$ cat config.mk
export PLATFORM = sky130hd
export DESIGN_NAME = serial_tx_piso
export DESIGN_NICKNAME = d
export VERILOG_FILES = /design/src/rtl/serial_tx_piso.sv
export SDC_FILE = /design/constraint.sdc
export NUM_CORES = 1
export LEC_CHECK = 0
export ABC_AREA = 1
export BUFFER_PORTS_ARGS = -buffer_cell sky130_fd_sc_hd__buf_4
export CORE_MARGIN = 2
export CORE_UTILIZATION = 47
export CTS_CLUSTER_SIZE = 8
export DETAILED_ROUTE_END_ITERATION = 6
export PLACE_DENSITY_LB_ADDON = 0.12
export SLEW_MARGIN = 30
export SYNTH_ARGS = -nofsm -noshare
export SYNTH_HDL_FRONTEND = slang
export SYNTH_SLANG_ARGS = --single-unit
$ cat constraint.sdc
create_clock -name clk -period 2.3 [get_ports clk]
set_input_delay 0.115 -clock clk [delete_from_list [all_inputs] [get_ports clk]]
set_output_delay 0.115 -clock clk [all_outputs]
set_load 0.1 [all_outputs]
$ cat src/rtl/serial_tx_piso.sv
// -----------------------------------------------------------------------------
// serial_tx_piso
// Parallel-in / serial-out frame transmitter for a single-wire serial link.
// A DATA_W-bit word is taken over a valid/ready handshake and sent out
// LSB first. The frame is one start bit (0), the payload bits, then one stop
// bit (1). Each serial bit is held for CLKS_PER_BIT clocks. The line idles
// high.
//
// Ports
//   clk        rising-edge clock, single clock domain
//   reset      synchronous active-high reset; takes priority over everything
//   tx_data    word to send; sampled only on an accept edge
//   tx_valid   producer has a word on tx_data
//   tx_ready   block can accept a word (accept = tx_valid & tx_ready at an edge)
//   tx_serial  registered serial line, idle level 1
//   tx_busy    high while a frame is in progress
//   tx_done    one-clock pulse in the cycle after the frame's final edge
//
// All outputs are registered. The frame lasts (DATA_W+2)*CLKS_PER_BIT clocks,
// counted from the accept edge to the edge that raises tx_ready again.
// -----------------------------------------------------------------------------
module serial_tx_piso #(
  parameter int DATA_W       = 8,
  parameter int CLKS_PER_BIT = 4
) (
  input  logic              clk,
  input  logic              reset,
  input  logic [DATA_W-1:0] tx_data,
  input  logic              tx_valid,
  output logic              tx_ready,
  output logic              tx_serial,
  output logic              tx_busy,
  output logic              tx_done
);

  // The divider needs at least one bit, even when CLKS_PER_BIT is 1 and it
  // never leaves zero.
  localparam int DIV_W = (CLKS_PER_BIT > 1) ? $clog2(CLKS_PER_BIT) : 1;
  localparam int BIT_W = $clog2(DATA_W) + 1;

  localparam logic [DIV_W-1:0] DIV_LAST = DIV_W'(CLKS_PER_BIT - 1);
  localparam logic [BIT_W-1:0] BIT_LAST = BIT_W'(DATA_W - 1);

  typedef enum logic [1:0] {
    IDLE,
    START,
    DATA,
    STOP
  } state_t;

  state_t            state;
  logic [DIV_W-1:0]  div_cnt;
  logic [BIT_W-1:0]  bit_cnt;
  logic [DATA_W-1:0] shreg;
  logic [DATA_W-1:0] shreg_next;
  logic              div_last;

  // Shifted copy of the payload. Taking the next bit from here rather than
  // from shreg[1] keeps DATA_W = 1 legal.
  assign shreg_next = shreg >> 1;

  // High on the last clock of the current bit period; that edge advances the
  // state or the bit index.
  assign div_last = (div_cnt == DIV_LAST);

  // NOTE: sequential state uses non-blocking assignments only, so every
  // register in this block sees the values from before the edge.
  always_ff @(posedge clk) begin
    if (reset) begin
      // NOTE: shreg is deliberately left out of reset. It is pure payload,
      // always reloaded on accept, and never observed while IDLE.
      state     <= IDLE;
      div_cnt   <= '0;
      bit_cnt   <= '0;
      tx_serial <= 1'b1;
      tx_ready  <= 1'b1;
      tx_busy   <= 1'b0;
      tx_done   <= 1'b0;
    end else begin
      // tx_done is a single-cycle strobe. Only the final STOP edge sets it.
      tx_done <= 1'b0;

      case (state)
        IDLE: begin
          div_cnt <= '0;
          bit_cnt <= '0;
          if (tx_valid && tx_ready) begin
            shreg     <= tx_data;
            state     <= START;
            tx_serial <= 1'b0;
            tx_ready  <= 1'b0;
            tx_busy   <= 1'b1;
          end
        end

        START: begin
          if (div_last) begin
            div_cnt   <= '0;
            state     <= DATA;
            tx_serial <= shreg[0];
          end else begin
            div_cnt <= div_cnt + 1'b1;
          end
        end

        DATA: begin
          if (div_last) begin
            div_cnt <= '0;
            if (bit_cnt == BIT_LAST) begin
              state     <= STOP;
              tx_serial <= 1'b1;
            end else begin
              shreg     <= shreg_next;
              tx_serial <= shreg_next[0];
              bit_cnt   <= bit_cnt + 1'b1;
            end
          end else begin
            div_cnt <= div_cnt + 1'b1;
          end
        end

        STOP: begin
          if (div_last) begin
            div_cnt  <= '0;
            state    <= IDLE;
            tx_ready <= 1'b1;
            tx_busy  <= 1'b0;
            tx_done  <= 1'b1;
          end else begin
            div_cnt <= div_cnt + 1'b1;
          end
        end

        default: begin
          state     <= IDLE;
          div_cnt   <= '0;
          bit_cnt   <= '0;
          tx_serial <= 1'b1;
          tx_ready  <= 1'b1;
          tx_busy   <= 1'b0;
        end
      endcase
    end
  end

endmodule

==> impl_metrics.yaml <==
floorplanning:
  dieWidth_um: 50.9
  dieArea_um2: 2590
  num_rows: 16
  start_util: 0.512
  core_area_um2: 2020
  ios: 15
  die_height_um: 50.9
synth:
  synth-adder-area-share: 0.109
  ys_top_cells_by_area: "dfxtp_1, edfxtp_1, nand2_1"
  synth-compound-area-share: 0.0580
  synth_top_area_share: 0.232
  avgSynthCellArea_um2: 7.90
  synth_top_family_by_area: "simple AND/OR/NAND/NOR gates"
  synthCells: 131
  synth_xor_area_frac: 0
  ys.flop_type: "dfxtp_1"
  syn-cell-area_um2: 1030
  synth_seq_cells: 20
  ys_async_sr_fraction: 0
  yosysTopAreaCell: "dfxtp_1"
  yosysMostFrequentCell: "nand2_1"
  syn-num-nets: 151
  synth_edf_count: 8
  yosys_warnings: 0
  synth_seq_area_share: 0.464
  synthSimpleGateAreaFrac: 0.307
  synth.distinct_cells: 17
  synth_common_cells: "nand2_1, nor2_1, dfxtp_1, inv_1, nand3_1"
  synth_mux_area_frac: 0
clocking:
  cts_resized: 0
  htree_levels: 1
  path_clk_slew_ns: 0.11
  cts_hold_buffers: 0
  post_cts_buffers: 0
  clockBufferDepth: 2
  cts.sinks: 20
  root_buffer: "clkbuf_4"
  numCtsBuffers: 3
  cts_tree: "built"
  clk_latency_ns: 0.30
finish:
  layout.nets: 170
  layout-drive-gt1-share: 0.148
  num_antenna_cells: 0
  multiInputGateArea_um2: 490
  area_growth_syn_to_layout_pct: 16.0
  fillers: 198
  ff_latch_area_um2: 480
  stdcell_count: 176
route:
  drtIter0Drc: 20
  drc_errors: 0
  avgRoutedWirePerCell_um: 11.6
  vias: 896
  detail-route-antenna-nets: 0
  routed_via_density: 5.09
  firstDrtPassIters: 4
  wl_mm: 2.04
worst_hold_path:
  min_path_type: "input port to flop"
  hold_path_depth: 2
status:
  status: "completed"
timing:
  hold_viol_final: 0
  drv_slew: 0
  finalClockSkew_ns: 0.00920
  clock.fmax_ghz: 0.516
  tightest_slew_ns: 0.537
  fin_crit_sh: 0.843
  tns_ns: 0
  max-slew-margin-rel: 0.642
  layout_min_cycle_time_ns: 1.94
  setup_viol: 0
  rsz0062_at_grt: "false"
  setup_slack_ns: 0.362
grt:
  grt_use_total: 0.175
  grt.overflow.total: 0
  grt_pass1_wl_mm: 3.40
  antenna_found_initial: 0
  grt_pass1_vias: 831
  grt_max_degree: 17
worst_setup_path:
  reg2reg_setup_slack_ns: 0.36
  path_class: "flop to flop"
  cp-end-kind: "flop"
  critPathLaunchType: "flop"
  crit_required_ns: 2.33
  critPathMaxFanout: 16
  worstPathArrival_ns: 1.96
  r2r_cells: 6
pwr:
  max-vdd-ir-drop_mv: 0.666
  finalPower_mw: 1.34
  power.density_nw_per_um2: 1120
  leakagePower_nw: 0.578
place:
  io_buffers: 14
  dp_cells: 172
  pre_cts_slack_ns: 0.394
  dp_hpwl_mm: 1.58
  gp_congestion: 0.832
run:
  max_cap_violations: 0
report_power, final:
part | internal, mW | switching [mW] | total (mW)
logic | 0.188 | 0.448 | 0.636
clock network | 0.0633 | 0.104 | 0.167
registers | 0.484 | 0.0522 | 0.536
logic make-up after synthesis:
family | count (synthesis)
AND/OR/NAND/NOR | 76
buffers and inverters | 16
flip-flops | 20
AO/OA/AOI/OAI | 10
adder cells (fa/ha/maj) | 9
worst max-delay path, stage by stage, from the launching register on:
cell and delay, ns:
dfxtp_1 0.37, inv_1 0.15, ha_1 0.52, or2_1 0.22, nand3_2 0.11, nor2_1 0.11
buf_4 0.18
worst paths after layout:
kind              startpoint          to
setup / recovery    state[0]    shreg[2]
hold reg to reg   div_cnt[0]  div_cnt[0]
hold / removal         reset  bit_cnt[3]
setup reg to reg    state[0]    shreg[2]
flip-flops by register name, indices dropped and copies added, names as in the netlist:
name	count
shreg	8
bit_cnt	4
div_cnt	2
state	2
tx_busy	1
tx_done	1
tx_ready	1
tx_serial	1
final cells by class:
class	count	share of cell area
timing repair buffer	15	0.0938
clock inverter	1	0.00313
inverter	15	0.0469
clock buffer	3	0.0188
multi-input combinational	95	0.409
tap	27	0.0282
sequential	20	0.400
metrics by stage:
| step | hold slack [ns] | utilization | instance area (um^2) |
|---|---|---|---|
| floorplan | 0.184 | - | 1030 |
| global placement | 0.324 | 0.580 | 1170 |
| detailed placement | 0.324 | 0.580 | 1170 |
| CTS | 0.00204 | 0.593 | 1200 |
| global route | 0.000411 | 0.593 | 1200 |
| finish | 0.00620 | 0.593 | 1200 |
cell usage in the layout, fill, tap and decap left out, types with 4 or more instances in the layout:
| cell | Yosys | final |
|---|---|---|
| nand3_1 | 10 | 10 |
| ha_1 | 9 | 9 |
| buf_4 | 1 | 15 |
| edfxtp_1 | 8 | 8 |
| nand4_1 | 4 | 4 |
| nand2_1 | 41 | 41 |
| dfxtp_1 | 12 | 12 |
| inv_1 | 12 | 12 |
| nor2_1 | 18 | 18 |
metal layers:
layer,global-route usage,part of all wire,vias up,routed length (um)
li1,-,-,462,-
met1,0.217,0.45,412,911
met2,0.288,0.50,17,1010
met3,0.0263,0.035,5,71
met4,0.104,0.019,0,38
met5,0,0,-,0
(Power assumes the default switching activity.)
